===== src/rtl/fifo_rr_sched.sv =====
// Round-robin read scheduler for the four-FIFO output stage: one pop per cycle
// to the granted FIFO, bounded by a BURST quantum, with mux select/valid aligned to FIFO data.
module fifo_rr_sched #(
  parameter int BURST = 4,
  parameter int CNT_W = 2
) (
  input  logic       clk,
  input  logic       reset,
  input  logic [3:0] fifo_empty,
  input  logic       dest_pause,
  output logic [3:0] pop,
  output logic [1:0] demux0,
  output logic       valid_out,
  output logic       busy
);
  typedef enum logic {IDLE = 1'b0, SERVE = 1'b1} state_t;

  localparam logic [CNT_W-1:0] LAST = CNT_W'(BURST - 1);

  state_t           state_q;
  logic [1:0]       ptr_q, gnt_q, demux_q;
  logic [CNT_W-1:0] cnt_q;
  logic             valid_q;
  logic [1:0]       sel_d, cand;
  logic             popping;

  // Scan from the farthest offset down so the nearest non-empty index wins.
  always_comb begin
    sel_d = ptr_q;
    cand  = ptr_q;
    for (int i = 3; i >= 0; i--) begin
      cand = ptr_q + 2'(i);
      if (!fifo_empty[cand]) sel_d = cand;
    end
  end

  assign popping = (state_q == SERVE) && !fifo_empty[gnt_q] && !dest_pause && !reset;

  always_comb begin
    pop        = '0;
    pop[gnt_q] = popping;
  end

  always_ff @(posedge clk) begin
    if (reset) begin
      state_q <= IDLE;
      ptr_q   <= '0;
      gnt_q   <= '0;
      cnt_q   <= '0;
      demux_q <= '0;
      valid_q <= 1'b0;
    end else begin
      valid_q <= popping;
      if (popping) demux_q <= gnt_q;
      case (state_q)
        IDLE: begin
          if (!dest_pause && (fifo_empty != 4'hF)) begin
            gnt_q   <= sel_d;
            cnt_q   <= '0;
            state_q <= SERVE;
          end
        end
        SERVE: begin
          // A drained source ends the grant even while paused.
          if (fifo_empty[gnt_q]) begin
            state_q <= IDLE;
            ptr_q   <= gnt_q + 2'd1;
          end else if (popping) begin
            if (cnt_q == LAST) begin
              state_q <= IDLE;
              ptr_q   <= gnt_q + 2'd1;
            end else begin
              cnt_q <= cnt_q + 1'b1;
            end
          end
        end
        default: state_q <= IDLE;
      endcase
    end
  end

  assign demux0    = demux_q;
  assign valid_out = valid_q;
  assign busy      = (state_q == SERVE);
endmodule


===== config.mk =====
export PLATFORM = sky130hd
export DESIGN_NAME = fifo_rr_sched
export DESIGN_NICKNAME = d
export VERILOG_FILES = /design/src/rtl/fifo_rr_sched.sv
export SDC_FILE = /design/constraint.sdc
export NUM_CORES = 1
export LEC_CHECK = 0
export ABC_AREA = 1
export BUFFER_PORTS_ARGS = -buffer_cell sky130_fd_sc_hd__buf_2
export CAP_MARGIN = 20
export CORE_MARGIN = 5
export CORE_UTILIZATION = 46
export CTS_CLUSTER_SIZE = 25
export DETAILED_ROUTE_END_ITERATION = 12
export HOLD_SLACK_MARGIN = 0.08
export PLACE_DENSITY = 0.84
export SKIP_LAST_GASP = 1
export SYNTH_ARGS = -nofsm -noshare
export SYNTH_HDL_FRONTEND = slang
export SYNTH_SLANG_ARGS = --single-unit

===== constraint.sdc =====
create_clock -name clk -period 1.2 [get_ports clk]
set_input_delay 0.12 -clock clk [delete_from_list [all_inputs] [get_ports clk]]
set_output_delay 0.12 -clock clk [all_outputs]
set_load 0.01 [all_outputs]

Word level (Yosys, flattened, before mapping)
Index checks and enable logic that the tools add are counted.
{"block": "totals", "ff_bits": 10, "inputBits": 7, "output_inout_bits": 8}
{"block": "classes", "n_addsub": 5, "n_lt_le_gt_ge": 6, "eq_ne": 6, "mux": 29, "bitwise": 2, "n_reduce_logical": 13}
{"op": "two-way mux 2 bit", "count": 11}
{"op": "less-than comparator 2 x 3 -> 1 bit, second input constant", "count": 5}
{"op": "binary-select mux 1 bit (select 2 bit)", "count": 5}
{"op": "two-way mux 1 bit", "count": 10}
{"op": "adder 2 x 1 -> 2 bit, second input constant", "count": 3}
{"op": "!= test 2 bit, second input constant", "count": 3}
{"op": "logical AND 1 bit", "count": 5}
{"op": "adder 2 bit, second input constant", "count": 2}
{"op": "AND 4 bit", "count": 1}
{"op": "!= test 4 bit, second input constant", "count": 1}
{"op": "one-hot mux 2 bit (2 select lines)", "count": 1}
{"op": "AND reduction 4 bit", "count": 1}
{"op": "nonzero test 2 bit", "count": 2}
{"op": "logical NOT 1 bit", "count": 3}
{"op": "AND reduction 3 bit", "count": 1}
{"op": "demux 1 bit (select 2 bit)", "count": 1}
{"op": "equality test 2 bit, second input constant", "count": 1}
{"op": ">= comparator 2 x 1 -> 1 bit, second input constant", "count": 1}
{"op": "!= test 2 x 1 -> 1 bit, second input constant", "count": 1}
{"op": "one-hot mux 1 bit (2 select lines)", "count": 1}
{"op": "AND reduction 2 bit", "count": 1}
{"op": "inverter 1 bit", "count": 1}

Longest topological paths before layout
Gate-level depths: netlist (run 1).
{"block": "logic_depth", "word_depth": 9, "mapped_depth": 11, "ltp_nobuf": 11}

Worst setup path after synthesis (run 1)
OpenSTA, ideal clock, no wires.
{"block": "synth_timing", "path_type": "reg-to-reg", "from": "register gnt_q[0]", "to": "register cnt_q[0]", "setup_ns": 0.119, "arrival_time_ns": 1.089, "setup_slack_ns": -0.008, "path_stages_with_launch": 9, "synth_period_minus_slack_ns": 1.208, "cell_sequence": "dfxtp_1 -> inv_1 -> nand2_1 -> nand3_1 -> nand2_1 -> nand2_1 -> buf_2 -> o21ai_0 -> a21oi_1"}
{"block": "synth_between", "elab_chain_len": 8, "elab_cells_between_ends": 9, "cone_classes": "eq/ne (2); mux (2); reduce/logical (5)"}
{"item": "from (decl)", "line_no": "21", "rtl": "logic [1:0] ptr_q, gnt_q, demux_q;"}
{"item": "from (signal assigned)", "line_no": "58", "rtl": "gnt_q <= sel_d;"}
{"item": "binary-select mux 1 bit (select 2 bit) (*)", "line_no": "37, 65"}
{"item": "two-way mux 1 bit (implied by the code) (*)", "line_no": "37, 65"}
{"item": "logical NOT 1 bit", "line_no": "37", "rtl": "assign popping = (state_q == SERVE) && !fifo_empty[gnt_q] && !dest_pause && !reset;"}
{"item": "logical AND 1 bit (3 in a row)", "line_no": "37"}
{"item": "!= test 2 x 1 -> 1 bit (no line)"}
{"item": "AND reduction 4 bit (no line) (*)"}
{"item": "to (signal assigned)", "line_no": "73", "rtl": "cnt_q <= cnt_q + 1'b1;"}
{"item": "to (decl)", "line_no": "22", "rtl": "logic [CNT_W-1:0] cnt_q;"}
Mark *: on every way between the ends. The rest lies on a longest branch, timed or not. The select of a mux whose other input is x is not followed.
A chain may end at the register's enable or synchronous reset.

Worst setup path in the final report (run 1)
{"block": "layout_timing", "from": "register gnt_q[0]", "to": "output port pop[2]"}
{"block": "layout_between", "elab_chain_len": 7, "elab_cells_between_ends": 12, "cone_classes": "order compare (2); mux (4); bitwise (1); reduce/logical (5)"}
{"item": "parallel branches: the longest is 6 deep, another holds less-than comparator 2 x 3 -> 1 bit"}
{"item": "AND 4 bit (no line) (*)"}
{"item": "to (decl)", "line_no": "11", "rtl": "output logic [3:0] pop,"}
Every way passes the cells marked *. The select of a mux whose other input is x is not followed.

==> results of run 1 <==
Yosys cell counts (all sizes together):
library cell / instances / area share (%)
and2: 1 / 0.90
a21oi: 8 / 6.8
nand3: 9 / 6.4
o21ai: 9 / 7.0
o22ai: 1 / 0.90
o211ai: 1 / 1.1
nand2: 38 / 23
ha: 5 / 8.9
buf: 1 / 0.71
dfxtp: 10 / 29
nor2: 13 / 7.3
nand4: 1 / 0.90
a31oi: 1 / 0.90
inv: 13 / 7.0
worst max-delay path: stages, from the launching register on:
cell	delay [ps]
dfxtp_4	400
inv_6	60
nand2_4	50
nand3_2	70
nand2_2	100
nand2_2	70
buf_6	140
nor2_1	120
buf_2	150
what timing repair did:
item,4_1_cts,5_1_grt
pin swaps,1,13
gates resized for setup,15,51
cloned,1,0
buffers inserted,3,3
hold endpoints to repair,1,0
endpoints found under the setup margin,7,13
hold buffers,2,0
power breakdown:
part	total [W]	switching (W)	leakage, nW	internal [W]
sequential	0.000389	0.0000328	0.0842	0.000356
combinational	0.000526	0.000312	0.448	0.000215
clock	0.000308	0.000123	0.0210	0.000184
final timing paths:
path                               from                     to  slack (ps)  cells after the start
setup / recovery  gnt_q[0]$_SDFFE_PP0P_                 pop[2]        -370                      8
hold / removal                    reset        busy$_SDFF_PP0_         140                      2
setup reg to reg  gnt_q[0]$_SDFFE_PP0P_  cnt_q[1]$_SDFFE_PP0P_        -260                     10
hold reg to reg   cnt_q[0]$_SDFFE_PP0P_  cnt_q[0]$_SDFFE_PP0P_         500                      1
registers in the layout (all words and copies together) (netlist names):
| register | count |
|---|---|
| valid_out | 1 |
| cnt_q | 2 |
| gnt_q | 2 |
| ptr_q | 2 |
| demux0 | 2 |
| busy | 1 |
per-stage QoR:
step / cells / total power [W]
after floorplan: 111 / 0.000599
after global placement: 151 / 0.000705
after detailed placement: 151 / 0.000719
after CTS: 161 / 0.00106
after global routing: 164 / 0.00128
final: 164 / 0.00122
metal layers:
metal  vias up  track usage [%]
met3        12             6.73
met5         -                0
li1        434                -
met2        75             30.7
met4         0             5.83
met1       465             20.4
kinds of logic after synthesis:
kind of cell / count (synthesis) / synth area share [%]
adder cells (fa/ha/maj): 5 / 8.94
flip-flops: 10 / 28.6
AND/OR/NAND/NOR: 62 / 38.1
buffers and inverters: 14 / 7.69
AO/OA/AOI/OAI: 20 / 16.6
area by class of cell:
| class | instances | area share [%] |
|---|---|---|
| multi-input combinational | 87 | 50.5 |
| timing repair buffer | 34 | 21.6 |
| sequential | 10 | 18.1 |
| inverter | 13 | 5.03 |
| clock buffer | 4 | 3.10 |
| tap | 16 | 1.71 |
==> results_dict.tcl, run 1 <==
set metrics [dict create \
    outcome "complete, but fails checks" \
    failed_checks "negative setup slack" \
    antenna_found_initial 0 \
    io_buffers 14 \
    hold_ws_ps 135 \
    synthDistinctLibCells 20 \
    pwr_density_cell_nw_per_um2 1050 \
    path_class "flip-flop to output pin" \
    fin_crit_ps 1570 \
    clk_pin_slew_ps 70 \
    num_vias 986 \
    top_layer "met4" \
    clk-insertion-delay-late_ps 280 \
    skew_ps 13.6 \
    syn_avg_cell_area_um2 6.30 \
    synth-seq-cells 10 \
    viasPerCell 6.01 \
    synth-seq-area-share_pct 28.6 \
    place_ws_ps -137 \
    diodes 0 \
    syn-num-nets 123 \
    hpwl_um 1420 \
    numCtsBuffers 3 \
    drt-initial-drc-count 80 \
    place_area_um2 868 \
    root_buffer "clkbuf_4" \
    core_um2 1470 \
    netlist_area_um2 699 \
    post-route-util_pct 79.5 \
    rows 14 \
    hold_violations 0 \
    crit_fanout 5 \
    htree_levels 1 \
    grt_start_max_net_pins 8 \
    final_nets 161 \
    start_util_pct 47.5 \
    finalSetupTns_ps -2260 \
    crit_arrival_ps 1450 \
    synthCells 111 \
    grt_pass1_vias 820 \
    setup_viol 14 \
    die_h_um 49.0 \
    cts_tree "yes" \
    end_kind "output pin" \
    cts.sinks 10 \
    wirelength_um 2890 \
    fin_crit_sh_pct 130 \
    io_pins 15 \
    ir_drop_mv 0.908 \
    p_leak_nw 0.553 \
    dr_wl_met2_um 1390 \
    ys_warn_count 0 \
    dieArea_um2 2400 \
    overflow 0 \
    final_cell_mix "nand2_1 (22), buf_4 (14), buf_2 (12), nand2_2 (10), inv_1 (7)" \
    fin_ws_ps -366 \
    final_common_cell "nand2_1" \
    wl_met3_um 322 \
    wl_per_cell_um 17.6 \
    maxSlewHeadroom_pct 80.4 \
    fillers 77 \
    multi_input_area_um2 591 \
    drive_gt1_share_pct 56.8 \
    fin_area_um2 1170 \
    die_w_um 49.0 \
    drt_pass1_iterations 4 \
    slew_viol_final 0 \
    worstSetupStartpointType "flip-flop" \
    grt.total_usage_pct 18.0 \
    worstMarginPinSlew_ps 293 \
    wl_met1_um 1090 \
    max_freq_mhz 639 \
    required_ps 1080 \
    antenna_left 0 \
    hold_class "primary input to flip-flop" \
    area_growth_pct 67.3 \
    rsz0062_at_grt "yes" \
    drc 0 \
    regArea_um2 211 \
    cts_buffer_depth 2 \
    grt_pass1_wl_um 3510 \
    maxCapViolCount 0 \
    gp_congestion 0.771 \
]
Power figures use the tool's default switching activity.
==> run 2: changes to the inputs <==
--- a/config.mk
+++ b/config.mk
@@ -8,12 +8,16 @@
 export ABC_AREA = 1
 export BUFFER_PORTS_ARGS = -buffer_cell sky130_fd_sc_hd__buf_2
 export CAP_MARGIN = 20
+export CELL_PAD_IN_SITES_DETAIL_PLACEMENT = 1
+export CELL_PAD_IN_SITES_GLOBAL_PLACEMENT = 2
+export CORE_ASPECT_RATIO = 0.7
 export CORE_MARGIN = 5
-export CORE_UTILIZATION = 46
+export CORE_UTILIZATION = 24
 export CTS_CLUSTER_SIZE = 25
 export DETAILED_ROUTE_END_ITERATION = 12
 export HOLD_SLACK_MARGIN = 0.08
-export PLACE_DENSITY = 0.84
+export PLACE_DENSITY = 0.83
+export REMOVE_ABC_BUFFERS = 1
 export SKIP_LAST_GASP = 1
 export SYNTH_ARGS = -nofsm -noshare
 export SYNTH_HDL_FRONTEND = slang
==> constraint.sdc (replaced) <==
create_clock -name clk -period 1.2 [get_ports clk]
set_input_delay 0.12 -clock clk [delete_from_list [all_inputs] [get_ports clk]]
set_output_delay 0.12 -clock clk [all_outputs]
set_load 0.02 [all_outputs]
==> results_dict.tcl, run 2 (synthesis results as in run 1) <==
set metrics [dict create \
    r2r-start "gnt_q[0]$_SDFFE_PP0P_" \
    diodes 0 \
    crit_fanout 5 \
    crit_arrival_ps 1300 \
    power.internal_w 0.000848 \
    drt_pass1_iterations 4 \
    io_pins 15 \
    wl_per_cell_um 15.8 \
    ir_drop_mv 0.339 \
    wirelength_um 2930 \
    min_path_cells 3 \
    antenna_left 0 \
    drive_gt1_share_pct 53.3 \
    die_w_um 74.5 \
    drc 0 \
    viasPerCell 4.84 \
    antenna_found_initial 0 \
    dieArea_um2 4110 \
    hold_ws_ps 133 \
    fin_area_um2 1210 \
    maxCapViolCount 0 \
    cts_tree "yes" \
    final_common_cell "nand2_1" \
    gp_congestion 0.787 \
    final_nets 163 \
    cts.sinks 10 \
    ff2ff_path_depth 10 \
    start_util_pct 25.0 \
    num_vias 900 \
    worstSetupStartpointType "flip-flop" \
    regArea_um2 214 \
    p_seq_share_pct 29.4 \
    overflow 0 \
    rsz0062_at_grt "yes" \
    htree_levels 1 \
    drt-initial-drc-count 65 \
    worstMarginPinSlew_ps 274 \
    switchingPower_w 0.000467 \
    path_class "flip-flop to output pin" \
    die_h_um 55.2 \
    multi_input_area_um2 569 \
    p_leak_nw 0.569 \
    slew_viol_final 0 \
    grt_start_max_net_pins 8 \
    hold_class "primary input to flip-flop" \
    cts_hold_buf 0 \
    io_buffers 14 \
    clockPowerShare_pct 33.7 \
    skew_ps 9.36 \
    rrSetupSlack_ps -170 \
    clk-insertion-delay-late_ps 240 \
    final_cell_mix "nand2_1 (25), buf_4 (20), nand2_2 (10), buf_2 (10), inv_1 (9)" \
    clk_pin_slew_ps 60 \
    hold_violations 0 \
    outcome "complete, but fails checks" \
    max_freq_mhz 702 \
    area_growth_pct 72.8 \
    fillers 362 \
    place_area_um2 945 \
    hpwl_um 1990 \
    cts_buffer_depth 2 \
    cp-startpoint "gnt_q[0]$_SDFFE_PP0P_" \
    fin_crit_sh_pct 119 \
    core_um2 2800 \
    fin_ws_ps -224 \
    rows 16 \
    grt_pass1_wl_um 4580 \
    grt_pass1_vias 984 \
    failed_checks "negative setup slack" \
    numCtsBuffers 3 \
    required_ps 1080 \
    end_kind "output pin" \
    pwr_density_cell_nw_per_um2 1090 \
    switching_share_pct 35.5 \
    setup_viol 13 \
    combPwrFrac_pct 36.9 \
    maxSlewHeadroom_pct 81.5 \
    root_buffer "clkbuf_8" \
    hold_start "reset" \
    grt.total_usage_pct 15.2 \
    fin_crit_ps 1420 \
]
run 2: metrics by stage:
step / instances / power, W / TNS [ps] / utilization [%] / setup WS, ps
after detailed placement: 178 / 0.000776 / -1340 / 33.7 / -199
after global routing: 186 / 0.00139 / -2710 / 43.1 / -279
after global placement: 178 / 0.000756 / -636 / 33.7 / -122
after CTS: 184 / 0.00126 / -1300 / 40.7 / -196
after floorplan: 110 / 0.000603 / -651 / - / -115
final: 186 / 0.00132 / -1780 / 43.1 / -224
run 2: timing repair:
action | CTS | global route
gates cloned | 0 | 0
pin swaps | 5 | 4
endpoints found under the setup margin | 13 | 14
setup buffers | 2 | 2
resized for setup | 45 | 17
run 2: path summary, 6_finish.rpt:
kind	end
worst min register to register	demux0[1]$_SDFFE_PP0P_
worst max-delay path	pop[1]
worst max register to register	demux0[1]$_SDFFE_PP0P_
worst min-delay path	gnt_q[1]$_SDFFE_PP0P_
run 2: final cells by class:
| cell class | instances | area share, % |
|---|---|---|
| clock buffer | 4 | 4.55 |
| inverter | 13 | 4.45 |
| multi-input combinational | 87 | 47.1 |
| sequential | 10 | 17.7 |
| tap | 36 | 3.73 |
| timing repair buffer | 36 | 22.5 |
run 2: power by group through the flow:
| stage | combinational (W) | clock, W | sequential, W |
|---|---|---|---|
| after global placement | 0.000376 | 0 | 0.000381 |
| final | 0.000486 | 0.000443 | 0.000387 |
| after floorplan | 0.000215 | 0 | 0.000388 |
| after CTS | 0.000442 | 0.000435 | 0.000384 |
| after global routing | 0.000532 | 0.000471 | 0.000390 |
| after detailed placement | 0.000393 | 0 | 0.000383 |
run 2: critical path, cell delays in order (launching register included):
cell and delay (ps):
dfxtp_4 380, inv_4 50, nand2_2 50, nand3_2 60
nand2_2 100, nand2_4 60, buf_8 140, nor2_2 90
buf_6 120
run 2: metal layers:
layer | track usage, % | vias to the layer above | wire length [um] | share of wire (%)
met1 | 17.1 | 432 | 1260 | 43
met3 | 1.99 | 12 | 113 | 3.9
met5 | 0 | - | 0 | 0
met4 | 8.88 | 0 | 113 | 3.9
met2 | 27.8 | 23 | 1450 | 49
li1 | - | 433 | - | -
==> run 3: changes to the inputs <==
--- a/config.mk
+++ b/config.mk
@@ -17,7 +17,6 @@
 export DETAILED_ROUTE_END_ITERATION = 12
 export HOLD_SLACK_MARGIN = 0.08
 export PLACE_DENSITY = 0.83
-export REMOVE_ABC_BUFFERS = 1
 export SKIP_LAST_GASP = 1
 export SYNTH_ARGS = -nofsm -noshare
 export SYNTH_HDL_FRONTEND = slang
==> results_dict.tcl, run 3 (synthesis results as in run 1) <==
set metrics [dict create \
    outcome "complete, but fails checks" \
    failed_checks "negative setup slack" \
    final_nets 162 \
    io_pins 15 \
    skew_ps 3.27 \
    die_h_um 55.2 \
    crit_arrival_ps 1300 \
    cpPeakStageDelay_ps 360 \
    rows 16 \
    numCtsBuffers 3 \
    maxSlewHeadroom_pct 87.3 \
    path_class "flip-flop to output pin" \
    grt_start_max_net_pins 8 \
    worstMarginPinSlew_ps 189 \
    root_buffer "clkbuf_8" \
    drt-initial-drc-count 47 \
    fin_ws_ps -221 \
    final_common_cell "nand2_1" \
    maxCapViolCount 0 \
    htree_levels 1 \
    power_w 0.00131 \
    final_cell_mix "nand2_1 (27), buf_4 (17), buf_2 (10), inv_1 (9), nand2_2 (8)" \
    finalSetupTns_ps -1670 \
    grt.total_usage_pct 13.0 \
    slew_viol_final 0 \
    grt_pass1_vias 875 \
    slowest_stage "dfxtp_4" \
    pwr_density_cell_nw_per_um2 1080 \
    io_buffers 14 \
    drt_pass1_iterations 4 \
    crit_fanout 5 \
    cts.sinks 10 \
    worstSetupStartpointType "flip-flop" \
    clk-insertion-delay-late_ps 240 \
    num_vias 883 \
    required_ps 1080 \
    p_leak_nw 0.570 \
    hpwl_um 1790 \
    viasPerCell 4.77 \
    hold_violations 0 \
    hold_class "primary input to flip-flop" \
    rsz0062_at_grt "yes" \
    overflow 0 \
    start_util_pct 25.0 \
    path_cells "inv_1 > nand3_2 > nand2_2 > nand2_4 > buf_12 > nor2_4 > buf_6" \
    clk_pin_slew_ps 50 \
    post-route-util_pct 43.3 \
    end_kind "output pin" \
    core_um2 2800 \
    wl_per_cell_um 15.1 \
    max_freq_mhz 704 \
    cts_hold_buf 0 \
    dieArea_um2 4110 \
    ir_drop_mv 0.564 \
    wirelength_um 2800 \
    antenna_found_initial 0 \
    drc 0 \
    fin_crit_sh_pct 118 \
    setup_viol 13 \
    grt_pass1_wl_um 4050 \
    gp_congestion 0.921 \
    cts_buffer_depth 2 \
    drive_gt1_share_pct 52.3 \
    hold_ws_ps 142 \
    fin_crit_ps 1420 \
    die_w_um 74.5 \
    antenna_left 0 \
    diodes 0 \
    cts_tree "yes" \
    area_growth_pct 73.3 \
]
[run 3: final cells by class]
cell class                      count  area [um2]
Sequential cell                    10         216
Timing Repair Buffer               35         277
Fill cell                         355        1590
Inverter                           13        53.8
Multi-Input combinational cell     87         566
Tap cell                           36        45.0
Clock buffer                        4        55.1
[run 3: worst paths after layout]
| path | start | to | slack [ps] | cells after the start |
|---|---|---|---|---|
| setup reg to reg | gnt_q[1]$_SDFFE_PP0P_ | cnt_q[0]$_SDFFE_PP0P_ | -170 | 10 |
| hold / removal | reset | gnt_q[1]$_SDFFE_PP0P_ | 140 | 3 |
| hold reg to reg | demux0[0]$_SDFFE_PP0P_ | demux0[0]$_SDFFE_PP0P_ | 480 | 2 |
| setup / recovery | gnt_q[1]$_SDFFE_PP0P_ | pop[3] | -220 | 7 |
[run 3: repair_timing]
item	4_1_cts	5_1_grt
setup endpoints to repair	10	12
resized for setup	33	23
pin swaps	4	2
buffers inserted	2	3
gates cloned	0	0
[run 3: power breakdown]
| part | leakage, nW | internal (W) | switching (W) |
|---|---|---|---|
| clock | 0.0288 | 0.000290 | 0.000153 |
| sequential | 0.0846 | 0.000356 | 0.0000335 |
| combinational | 0.457 | 0.000197 | 0.000276 |
| total | 0.570 | 0.000843 | 0.000462 |
[run 3: stage by stage]
step	instances	instance area [um2]	setup WS, ps
6_report	185	1210	-221
3_3_place_gp	176	955	-125
2_1_floorplan	111	712	18.3
5_1_grt	185	1210	-295
4_1_cts	182	1110	-221
3_5_place_dp	176	955	-192
[run 3: critical path, delay by kind of cell (launching register included)]
kind / cells / cell delay (ps)
buffers and inverters: 3 / 360
and+or+nand+nor: 4 / 340
DFF: 1 / 360
[run 3: routing by layer]
metal	part of all wire (%)	GRT usage (%)	routed length (um)	up-vias
li1	-	-	-	436
met1	46	17.4	1290	424
met4	0.72	3.55	20	0
met3	3.6	2.71	101	2
met2	50	21.4	1390	21
met5	0	0	0	-
